--- config.mk ---
export PLATFORM = sky130hd
export DESIGN_NAME = mips_bus_initiator
export DESIGN_NICKNAME = d
export VERILOG_FILES = /design/src/rtl/mips_bus_pkg.sv /design/src/rtl/mips_bus_lane.sv /design/src/rtl/mips_bus_initiator.sv
export SDC_FILE = /design/constraint.sdc
export NUM_CORES = 1
export LEC_CHECK = 0
export ABC_AREA = 0
export CAP_MARGIN = 25
export CORE_MARGIN = 2
export CORE_UTILIZATION = 40
export DETAILED_ROUTE_END_ITERATION = 6
export PLACE_DENSITY = 0.75
export SLEW_MARGIN = 25
export SYNTH_ARGS = -nofsm -noshare
export SYNTH_HDL_FRONTEND = slang
export SYNTH_HIERARCHICAL = 1
export SYNTH_SLANG_ARGS = --single-unit
--- constraint.sdc ---
create_clock -name clk -period 4.3 [get_ports clk]
set_input_delay 0.43 -clock clk [delete_from_list [all_inputs] [get_ports clk]]
set_output_delay 0.43 -clock clk [all_outputs]
set_load 0.005 [all_outputs]
--- src/rtl/mips_bus_pkg.sv ---
// ============================================================================
// mips_bus_pkg : shared types and constants for the CPU memory bus initiator
// Revision     : 1.0
// ============================================================================
`default_nettype none

package mips_bus_pkg;

    localparam int unsigned WORD_BYTES = 4;

    // 2'b11 is not listed; consumers treat it as a word access.
    typedef enum logic [1:0] {
        SIZE_B = 2'b00,
        SIZE_H = 2'b01,
        SIZE_W = 2'b10
    } size_t;

    typedef enum logic [1:0] {
        IDLE  = 2'd0,
        BUS   = 2'd1,
        RDATA = 2'd2,
        RESP  = 2'd3
    } state_t;

endpackage

`default_nettype wire

--- src/rtl/mips_bus_lane.sv ---
// ============================================================================
// mips_bus_lane : combinational lane steering, write replication, read
//                 extraction/extension and misalignment detection
// Revision      : 1.0
// ============================================================================
`default_nettype none

module mips_bus_lane
    import mips_bus_pkg::*;
(
    input  logic [1:0]            i_size,
    input  logic [1:0]            i_addr_lo,
    input  logic                  i_signed,
    input  logic [31:0]           i_wdata,
    input  logic [31:0]           i_rdata,
    output logic [WORD_BYTES-1:0] o_byteenable,
    output logic [31:0]           o_wdata,
    output logic [31:0]           o_rdata,
    output logic                  o_misaligned
);

    logic [31:0] w_shifted;

    always_comb begin
        w_shifted    = i_rdata >> {i_addr_lo, 3'b000};
        o_byteenable = '1;
        o_wdata      = i_wdata;
        o_rdata      = w_shifted;
        o_misaligned = |i_addr_lo;

        case (size_t'(i_size))
            SIZE_B: begin
                o_byteenable = 4'b0001 << i_addr_lo;
                o_wdata      = {4{i_wdata[7:0]}};
                o_rdata      = {{24{i_signed & w_shifted[7]}}, w_shifted[7:0]};
                o_misaligned = 1'b0;
            end
            SIZE_H: begin
                o_byteenable = i_addr_lo[1] ? 4'b1100 : 4'b0011;
                o_wdata      = {2{i_wdata[15:0]}};
                o_rdata      = {{16{i_signed & w_shifted[15]}}, w_shifted[15:0]};
                o_misaligned = i_addr_lo[0];
            end
            default: begin
                // Aligned words have a zero shift, so w_shifted is the raw word.
                o_byteenable = '1;
            end
        endcase
    end

endmodule

`default_nettype wire

--- src/rtl/mips_bus_initiator.sv ---
// ============================================================================
// mips_bus_initiator : single-outstanding CPU load/store to bus read/write
//                      initiator; optional waitrequest abort via
//                      MIPS_BUS_TIMEOUT_EN (uses TIMEOUT_CYCLES)
// Revision           : 1.0
// ============================================================================
`default_nettype none

module mips_bus_initiator
    import mips_bus_pkg::*;
#(
    parameter int unsigned TIMEOUT_CYCLES = 255
) (
    input  logic                  clk,
    input  logic                  reset,
    input  logic                  req_valid,
    output logic                  req_ready,
    input  logic                  req_write,
    input  logic [1:0]            req_size,
    input  logic                  req_signed,
    input  logic [31:0]           req_addr,
    input  logic [31:0]           req_wdata,
    output logic                  resp_valid,
    output logic                  resp_err,
    output logic [31:0]           resp_rdata,
    output logic [31:0]           address,
    output logic                  read,
    output logic                  write,
    output logic [31:0]           writedata,
    output logic [WORD_BYTES-1:0] byteenable,
    input  logic                  waitrequest,
    input  logic [31:0]           readdata
);

    state_t                r_state, w_next_state;
    logic [1:0]            r_size, r_addr_lo;
    logic                  r_signed;
    logic                  r_read, w_read, r_write, w_write;
    logic [31:0]           r_address, w_address, r_writedata, w_writedata;
    logic [31:0]           r_resp_rdata, w_resp_rdata;
    logic [WORD_BYTES-1:0] r_byteenable, w_byteenable;
    logic                  r_resp_valid, w_resp_valid, r_resp_err, w_resp_err;
    logic                  w_accept, w_timeout;

    logic [1:0]            w_lane_size, w_lane_lo;
    logic [WORD_BYTES-1:0] w_lane_be;
    logic [31:0]           w_lane_wdata, w_lane_rdata;
    logic                  w_lane_misaligned;

    // Ready is gated by reset so it reads low for the whole reset interval.
    assign req_ready = (r_state == IDLE) && reset;
    assign w_accept  = req_valid && req_ready;

    // Live request fields steer the lanes in IDLE; captured fields afterwards.
    assign w_lane_size = (r_state == IDLE) ? req_size      : r_size;
    assign w_lane_lo   = (r_state == IDLE) ? req_addr[1:0] : r_addr_lo;

    mips_bus_lane u_lane (
        .i_size       (w_lane_size),
        .i_addr_lo    (w_lane_lo),
        .i_signed     (r_signed),
        .i_wdata      (req_wdata),
        .i_rdata      (readdata),
        .o_byteenable (w_lane_be),
        .o_wdata      (w_lane_wdata),
        .o_rdata      (w_lane_rdata),
        .o_misaligned (w_lane_misaligned)
    );

`ifdef MIPS_BUS_TIMEOUT_EN
    localparam int unsigned c_CNT_W = $clog2(TIMEOUT_CYCLES + 1);

    logic [c_CNT_W-1:0] r_wait_cnt;

    always_ff @(posedge clk or negedge reset) begin
        if (!reset) begin
            r_wait_cnt <= '0;
        end else if (w_accept) begin
            r_wait_cnt <= '0;
        end else if (r_state == BUS && waitrequest) begin
            r_wait_cnt <= r_wait_cnt + 1'b1;
        end
    end

    // Fires on the edge that completes the final permitted stall cycle.
    assign w_timeout = (r_state == BUS) && waitrequest &&
                       (r_wait_cnt == c_CNT_W'(TIMEOUT_CYCLES - 1));
`else
    assign w_timeout = 1'b0;
`endif

    always_comb begin
        w_next_state = r_state;
        w_read       = r_read;
        w_write      = r_write;
        w_address    = r_address;
        w_writedata  = r_writedata;
        w_byteenable = r_byteenable;
        w_resp_rdata = r_resp_rdata;
        w_resp_valid = 1'b0;
        w_resp_err   = 1'b0;

        case (r_state)
            IDLE: begin
                if (w_accept) begin
                    w_resp_rdata = '0;
                    if (w_lane_misaligned) begin
                        w_next_state = RESP;
                        w_resp_valid = 1'b1;
                        w_resp_err   = 1'b1;
                    end else begin
                        w_next_state = BUS;
                        w_read       = !req_write;
                        w_write      = req_write;
                        w_address    = {req_addr[31:2], 2'b00};
                        w_byteenable = w_lane_be;
                        w_writedata  = w_lane_wdata;
                    end
                end
            end
            BUS: begin
                if (!waitrequest) begin
                    w_read       = 1'b0;
                    w_write      = 1'b0;
                    w_next_state = r_read ? RDATA : RESP;
                    w_resp_valid = r_write;
                end else if (w_timeout) begin
                    w_read       = 1'b0;
                    w_write      = 1'b0;
                    w_next_state = RESP;
                    w_resp_valid = 1'b1;
                    w_resp_err   = 1'b1;
                    w_resp_rdata = '0;
                end
            end
            RDATA: begin
                w_resp_rdata = w_lane_rdata;
                w_resp_valid = 1'b1;
                w_next_state = RESP;
            end
            default: begin
                w_next_state = IDLE;
            end
        endcase
    end

    always_ff @(posedge clk or negedge reset) begin
        if (!reset) begin
            r_state      <= IDLE;
            r_size       <= 2'b00;
            r_addr_lo    <= 2'b00;
            r_signed     <= 1'b0;
            r_read       <= 1'b0;
            r_write      <= 1'b0;
            r_address    <= '0;
            r_writedata  <= '0;
            r_byteenable <= '0;
            r_resp_rdata <= '0;
            r_resp_valid <= 1'b0;
            r_resp_err   <= 1'b0;
        end else begin
            r_state      <= w_next_state;
            r_read       <= w_read;
            r_write      <= w_write;
            r_address    <= w_address;
            r_writedata  <= w_writedata;
            r_byteenable <= w_byteenable;
            r_resp_rdata <= w_resp_rdata;
            r_resp_valid <= w_resp_valid;
            r_resp_err   <= w_resp_err;
            if (w_accept) begin
                r_size    <= req_size;
                r_addr_lo <= req_addr[1:0];
                r_signed  <= req_signed;
            end
        end
    end

    assign read       = r_read;
    assign write      = r_write;
    assign address    = r_address;
    assign writedata  = r_writedata;
    assign byteenable = r_byteenable;
    assign resp_valid = r_resp_valid;
    assign resp_err   = r_resp_err;
    assign resp_rdata = r_resp_rdata;

endmodule

`default_nettype wire

==> flow_results.org, run 1 <==
** Synth
- Yosys attributes the largest share of cell area to sky130_fd_sc_hd__dfrtp_1 (48%), sky130_fd_sc_hd__mux2_2 (14%), sky130_fd_sc_hd__mux2_4 (11%), sky130_fd_sc_hd__a22o_1 (5.1%), sky130_fd_sc_hd__mux2i_1 (2.7%).
- The netlist uses 38 different library cells.
- The synthesized design spends more area on one cell type than any other, namely sky130_fd_sc_hd__dfrtp_1.
- After technology mapping, the gate count stands at 444.
- FFs w/ async S/R, synth :: 1.00
- In the post-synthesis netlist, the cell with the most instances is sky130_fd_sc_hd__dfrtp_1.
- The mapped netlist covers 5640 µm².
- Count of state elements after synthesis :: 109
- Syn_area_per_cell :: 12.7 µm²
- Total of warnings raised by yosys :: 6
- In the synthesized netlist the dominant register cell turns out to be sky130_fd_sc_hd__dfrtp_1.
- EDFF count, synth :: 0
- The share of synthesized area in the top cell type comes to 0.483.
- Counting instances in the post-synthesis netlist gives the leading cell types as sky130_fd_sc_hd__dfrtp_1 (109), sky130_fd_sc_hd__mux2_2 (69), sky130_fd_sc_hd__mux2_4 (41).
- Sequential element share of the synthesized area :: 0.483

** Worst setup path
- STA puts the critical path data required time at 4540 ps.
- The critical path starts at r_state[0].
- Data arrives at the worst endpoint at 3730 ps.
- Type of the setup path with the least slack :: reg2reg
- STA classifies the critical path startpoint as a flop.
- Of all nets on the critical path, the largest fanout is 38.
- STA classifies the critical path endpoint as a flop.
- Reg2reg start :: r_state[0]
- Counting cells, the worst reg-to-reg path comes to 8.
- Reg2reg setup slack :: 800 ps

** Power
- Cell internal power was estimated by the tool at 0.00389 W.
- Pwr/cell area :: 738 nW/µm²
- Maximum VDD drop :: 0.321 mV
- NetSw :: 0.00202 W
- The analysis attributes to cell leakage a power of 3.51 nW.
- Of the total power, registers draw 0.303.
- Of the total power, the clock network draws 0.143.
- Sw frac :: 0.342
- Of the total power, combinational logic draws 0.554.

** Job
- Across the run, the number of max-cap violations was 0.

** Clock tree
- Max H-tree Level :: 3
- Number of gates resized after cts :: 0
- CTS tree :: built
- Sink count of the clock tree :: 109
- Clock transition at the registers of the reported paths :: 80 ps
- The clock reaches the later pin of the worst-skew pair after 360 ps.
- Clock tree synthesis inserted a total of 9 buffers.
- Once the clock tree was built, the setup fixing pass inserted 0 buffers.
- The tree is rooted in a sky130_fd_sc_hd__clkbuf_16.
- For this design, the CTS-stage hold fixing added 0 buffers.
- CTS max path bufs :: 2

** Final layout
- Fill cells in the final layout number 1115.
- Across the whole layout, storage elements account for 2730 µm².
- N_diodes :: 0
- Post-layout nets :: 733
- Compared with the post-synthesis result, the final layout area differs by 42.1%.
- In the final layout, the share of cells above drive strength 1 is 0.221.
- Excluding fillers, the count of instances in the completed layout stands at 809.
- Combined area of the multi-input logic cells :: 2630 µm²

** Placement
- Post-detail-place hpwl :: 11200 µm
- Routability-driven placement finished with a final weighted congestion of 0.867.
- Counting tap cells, the placed design contains a total of 794 instances.
- During placement, the flow inserted port buffers numbering 206.

** Routing
- The routed layout has 4255 vias.
- After detailed routing, the number of remaining DRC violations is 0.
- Before antenna repair, the detailed router went through 4 iterations.
- Residual antenna-violating net count after detailed routing :: 0
- 1st-iter DRT viols :: 192
- After detailed routing, the number of vias per cell comes to 5.26.
- DR WL/cell :: 19.0 µm
- Wirelength, routed :: 15400 µm

** STA
- On the final layout, the worst clock skew is 10.5 ps.
- The max-slew violation count was 0.
- Fmax achieved :: 0.286 GHz
- Clock period minus final worst setup slack :: 3500 ps
- Setup repair after global routing left no endpoint under its margin.
- For the final routed database, the setup TNS stands at 0 ps.
- In the finished design, the share of the clock period the worst path needs comes to 0.813.
- Setup violations remaining at the end of the flow were counted as 0.
- For the pin with the worst max-slew slack, the measured transition is 912 ps.
- The number of failing hold endpoints at the final stage is 0.
- Normalized max-slew margin :: 0.389

** Hold path
- The tightest min-delay check is of the in2async type.

** GRT
- The via count of the first global-routing pass was 4568.
- Summed over all layers, the global routing overflow is 0.
- The first global-routing pass estimated 23900 µm of wire.
- Entering global routing, the biggest net connects 74 pins.
- Total Routing Usage GR :: 0.206
- The number of antenna violations at the first check in global routing came to 0.

** Floorplanning
- Top-level I/O count :: 209
- Effective utilization at floorplan :: 0.408
- From left edge to right edge, the die measures 123 µm.
- The die is 123 µm tall.
- FP Rows :: 43
- Core area :: 13800 µm²
- The die covers 15100 µm².

** Outcome
- The flow ran to the end, and the final reports show no timing, DRC or antenna violations.
## cells in the final DEF (no fill, tap or decap), types with 5 or more instances in the layout
cell                                n
sky130_fd_sc_hd__a21oi_1            5
sky130_fd_sc_hd__a221oi_1           7
sky130_fd_sc_hd__a22o_1            33
sky130_fd_sc_hd__clkbuf_16          9
sky130_fd_sc_hd__clkdlybuf4s50_1  205
sky130_fd_sc_hd__dfrtp_1          109
sky130_fd_sc_hd__inv_1              6
sky130_fd_sc_hd__mux2_2            69
sky130_fd_sc_hd__mux2_4            41
sky130_fd_sc_hd__mux2i_1           15
sky130_fd_sc_hd__nand2_1           35
sky130_fd_sc_hd__nor2_1            16
sky130_fd_sc_hd__o211ai_1          17
sky130_fd_sc_hd__o21ai_0           15
## cell type report
| type | count | share of cell area |
|---|---|---|
| sequential | 109 | 0.340 |
| timing repair buffer | 211 | 0.263 |
| clock buffer | 11 | 0.0303 |
| clock inverter | 4 | 0.00702 |
| multi-input combinational | 288 | 0.328 |
| tap | 180 | 0.0281 |
| inverter | 6 | 0.00281 |
## critical path, stage by stage, from the launching register on
cell and delay [ps]:
sky130_fd_sc_hd__dfrtp_1 420, sky130_fd_sc_hd__inv_1 100, sky130_fd_sc_hd__ha_1 440, sky130_fd_sc_hd__mux2_2 760, sky130_fd_sc_hd__a21oi_1 150, sky130_fd_sc_hd__nor2_1 260
sky130_fd_sc_hd__nand2b_4 490, sky130_fd_sc_hd__buf_12 340, sky130_fd_sc_hd__mux2_2 380
## kinds of logic (layout without fill, tap and decap cells)
| family | after synthesis | after routing | synth area share |
|---|---|---|---|
| DFF | 109 | 109 | 0.483 |
| other | 1 | 2 | 0.000665 |
| and+or+nand+nor | 68 | 68 | 0.0559 |
| AOI/OAI and AO/OA | 89 | 89 | 0.126 |
| muxes | 125 | 125 | 0.273 |
| buffers and inverters | 48 | 232 | 0.0523 |
| adders and majority gates | 4 | 4 | 0.00887 |
## power groups by stage
stage               combinational, W  clock (W)  sequential [W]
CTS                          0.00331   0.000874         0.00179
finish                       0.00328   0.000849         0.00179
global route                 0.00357   0.000917         0.00185
global placement             0.00322          0         0.00179
detailed placement           0.00330          0         0.00180
floorplan                    0.00191          0         0.00179
## registers in the layout, summed over array words and instances, names as in the netlist, 2 cells and up
register / flops
address: 30
resp_rdata: 32
r_addr_lo: 2
byteenable: 4
r_state: 2
r_size: 2
writedata: 32
## metrics by stage
step	utilization	setup slack, ps	hold slack (ps)	total power (W)	area [µm²]
after floorplan	-	1350	134	0.00370	5650
after global placement	0.558	995	430	0.00501	7720
after detailed placement	0.558	857	439	0.00509	7720
after CTS	0.580	833	49.0	0.00598	8020
after global routing	0.580	594	81.1	0.00634	8020
final	0.580	803	41.2	0.00592	8020
## path summary, 6_finish.rpt
| path | end |
|---|---|
| max | writedata[10] |
| min | resp_rdata[2] |
| max reg2reg | writedata[10] |
| min reg2reg | writedata[13] |
| max in group asynchronous | r_addr_lo[1] |
| min in group clk | writedata[13] |
## metal layers
layer,share of wire,vias to the layer above,global-route usage
met5,0,-,0
met2,0.48,169,0.334
met1,0.41,2100,0.256
li1,-,1965,-
met4,0.021,0,0.0776
met3,0.092,21,0.0678
Power figures use the tool's default switching activity.
==> run 2, diff against run 1 <==
==> constraint.sdc (replaced) <==
create_clock -name clk -period 3.63 [get_ports clk]
set_input_delay 0.363 -clock clk [delete_from_list [all_inputs] [get_ports clk]]
set_output_delay 0.363 -clock clk [all_outputs]
set_load 0.005 [all_outputs]
==> flow_results.org, run 2 (same netlist as run 1, synthesis figures left out) <==
** Outcome
- Status :: finished, final reports clean

** Hold path
- The path class of the tightest hold or removal check is in2async.

** Power
- The fraction of power consumed by combinational cells came to 0.557 (+0.003).
- Sw frac :: 0.344 (+0.00155)
- The maximum ir drop on the vdd rail is 0.387 mV (+21%).
- The total power per unit cell area is 868 nW/µm² (+18%).
- Proportion of power drawn by flip-flops and latches :: 0.305 (+0.002)
- Cell leakage power :: 3.50 nW (-0.21%)
- NetSw :: 0.00239 W (+18%)
- The total power was 0.00696 W (+18%).
- The internal power component was 0.00456 W (+17%).
- The share of total power in the clock network was 0.137 (-0.006).

** Final layout
- The area used by sequential logic in the layout was 2730 µm² (unchanged).
- The relative area change from synthesis to final layout was 42.0% (about the same).
- Ratio of cells with drive above 1 in the final layout :: 0.223 (+0.00247)
- The final layout net count is 734 (+0.14%).
- Leaving out fill and tap cells, the most frequent cells in the layout are sky130_fd_sc_hd__clkdlybuf4s50_1 (205), sky130_fd_sc_hd__dfrtp_1 (109), sky130_fd_sc_hd__mux2_2 (69), sky130_fd_sc_hd__mux2_4 (41), sky130_fd_sc_hd__nand2_1 (35).
- The combined area of the multi-input logic cells is 2630 µm² (unchanged).
- N_diodes :: 0 (unchanged)
- The count of non-filler cells in the finished layout came to 811 (+0.25%).
- Leaving out fill and tap cells, the most frequent cell in the layout is sky130_fd_sc_hd__clkdlybuf4s50_1.
- The count of filler cells inserted in the layout is 1143 (+2.5%).

** STA
- Fmax achieved :: 0.305 GHz (+6.8%)
- Unrepaired setup endpoints after global routing :: no
- Normalized max-slew margin :: 0.400 (+0.0109)
- The max-slew violation count came to 0 (unchanged).
- The total negative slack for setup checks was 0 ps (unchanged).
- Share of the clock period used by the worst path :: 0.902 (+0.0892)
- The number of endpoints failing setup at the final stage is 0 (unchanged).
- Number of hold-slack violations in the final timing report :: 0 (unchanged)
- Clock period minus final worst setup slack :: 3280 ps (-221 ps)
- The worst clock skew was 6.12 ps (-4.42 ps).
- The transition time of the tightest slew-check pin is 896 ps (-16.2 ps).

** Placement
- The count of placed standard cells including taps is 795 (+0.13%).
- The count of input and output buffers is 206 (unchanged).
- Post-detail-place hpwl :: 11200 µm (+0.45%)
- The final estimated routing congestion in global placement was 0.870 (+0.29%).

** Clock tree
- TritonCTS built the clock tree.
- The number of buffers created by CTS was 9 (unchanged).
- The cts-stage hold buffer count was 0 (unchanged).
- Sink count of the clock tree :: 109 (unchanged)
- Max H-tree Level :: 3 (unchanged)
- The post-CTS resize count was 0 (unchanged).
- The clock insertion delay at the later pin of the skew report is 350 ps (about the same).
- CTS max path bufs :: 2 (unchanged)
- Setup repair bufs after CTS :: 0 (unchanged)
- Master cell of the clock root buffer :: sky130_fd_sc_hd__clkbuf_16
- Clock transition at the registers of the reported paths :: 70 ps (about the same)

** Routing
- The routed wirelength normalized by instance count came to 19.0 µm (+0.13%).
- Wirelength, routed :: 15400 µm (+0.38%)
- DRC violations left :: 0 (unchanged)
- 1st-iter DRT viols :: 249 (+30%)
- First-pass iteration count of the detailed router :: 4 (unchanged)
- The number of routed nets with antenna violations came to 0 (unchanged).
- Count of vias placed by the detailed router :: 4283 (+0.66%)
- Vias/cell :: 5.28 (+0.41%)

** GRT
- Via count of the first global-routing pass :: 4489 (-1.7%)
- The wire length of the first global-routing pass came to 23900 µm (-0.29%).
- Largest net degree at the start of global routing :: 67 (-9.5%)
- The number of antenna violations at the first check in global routing was 0 (unchanged).
- Total Routing Usage GR :: 0.205 (-0.00130)
- Grt ovf :: 0 (unchanged)

** Floorplanning
- Die X-Extent :: 123 µm (unchanged)
- DIE HEIGHT :: 123 µm (unchanged)
- The area of the core region came to 13800 µm² (unchanged).
- The number of placement rows is 43 (unchanged).
- The I/O pin count came to 209 (unchanged).
- The area of the die was 15100 µm² (unchanged).
- The starting density of the core came to 0.408 (unchanged).

** Worst setup path
- The critical path is of the reg2reg type.
- The worst setup path is launched from a flop.
- CP Max Fanout :: 16 (-58%)
- Data required time of the critical path :: 3920 ps (-620 ps)
- The data arrival time of the critical path is 3560 ps (-170 ps).
- STA classifies the critical path endpoint as a flop.

** Job
- The max capacitance violation total came to 0 (unchanged).
run 2: final timing paths:
path,depth (start not counted),slack [ps],startpoint,to
worst max-delay path,7,350,r_state[0],resp_rdata[21]
worst min-delay path,1,10,reset,resp_rdata[2]
worst max register to register,7,350,r_state[0],resp_rdata[21]
worst min register to register,1,510,writedata[11],writedata[11]
max in group asynchronous,2,2360,reset,writedata[30]
min in group clk,1,510,writedata[11],writedata[11]
run 2: power by group through the flow:
stage | sequential, W | clock (W) | combinational, W
floorplan | 0.00212 | 0 | 0.00227
global placement | 0.00211 | 0 | 0.00380
detailed placement | 0.00214 | 0 | 0.00388
CTS | 0.00213 | 0.000985 | 0.00390
global route | 0.00220 | 0.00104 | 0.00419
finish | 0.00212 | 0.000955 | 0.00388
run 2: per-stage QoR:
| stage | hold slack [ps] | utilization | cell area [µm²] | setup WS, ps |
|---|---|---|---|---|
| after floorplan | 67.4 | - | 5650 | 680 |
| after global placement | 405 | 0.559 | 7720 | 590 |
| after detailed placement | 414 | 0.559 | 7720 | 397 |
| after CTS | 32.5 | 0.580 | 8010 | 383 |
| after global routing | 48.2 | 0.580 | 8010 | 167 |
| final | 11.2 | 0.580 | 8010 | 354 |
run 2: layout make-up:
type / instances / share of cell area
clock buffers: 12 / 0.0320
clock inverters: 4 / 0.00406
inverters: 6 / 0.00281
multi-input cells: 288 / 0.328
flip-flops and latches: 109 / 0.340
well taps: 180 / 0.0281
repair buffers: 212 / 0.264
run 2: worst max-delay path, stage by stage (launching register included):
cell and delay (ps):
sky130_fd_sc_hd__dfrtp_1 410, sky130_fd_sc_hd__inv_1 100, sky130_fd_sc_hd__ha_1 430, sky130_fd_sc_hd__mux2_2 560
sky130_fd_sc_hd__nor2_1 740, sky130_fd_sc_hd__a32oi_2 550, sky130_fd_sc_hd__o211ai_1 260, sky130_fd_sc_hd__a22o_1 170
run 2: routing by layer:
metal | routed length (µm) | share of wire | GRT usage | vias to the layer above
li1 | - | - | - | 1970
met1 | 6220 | 0.40 | 0.255 | 2119
met2 | 7500 | 0.49 | 0.334 | 178
met3 | 1480 | 0.096 | 0.0771 | 16
met4 | 219 | 0.014 | 0.0575 | 0
met5 | 0 | 0 | 0 | -
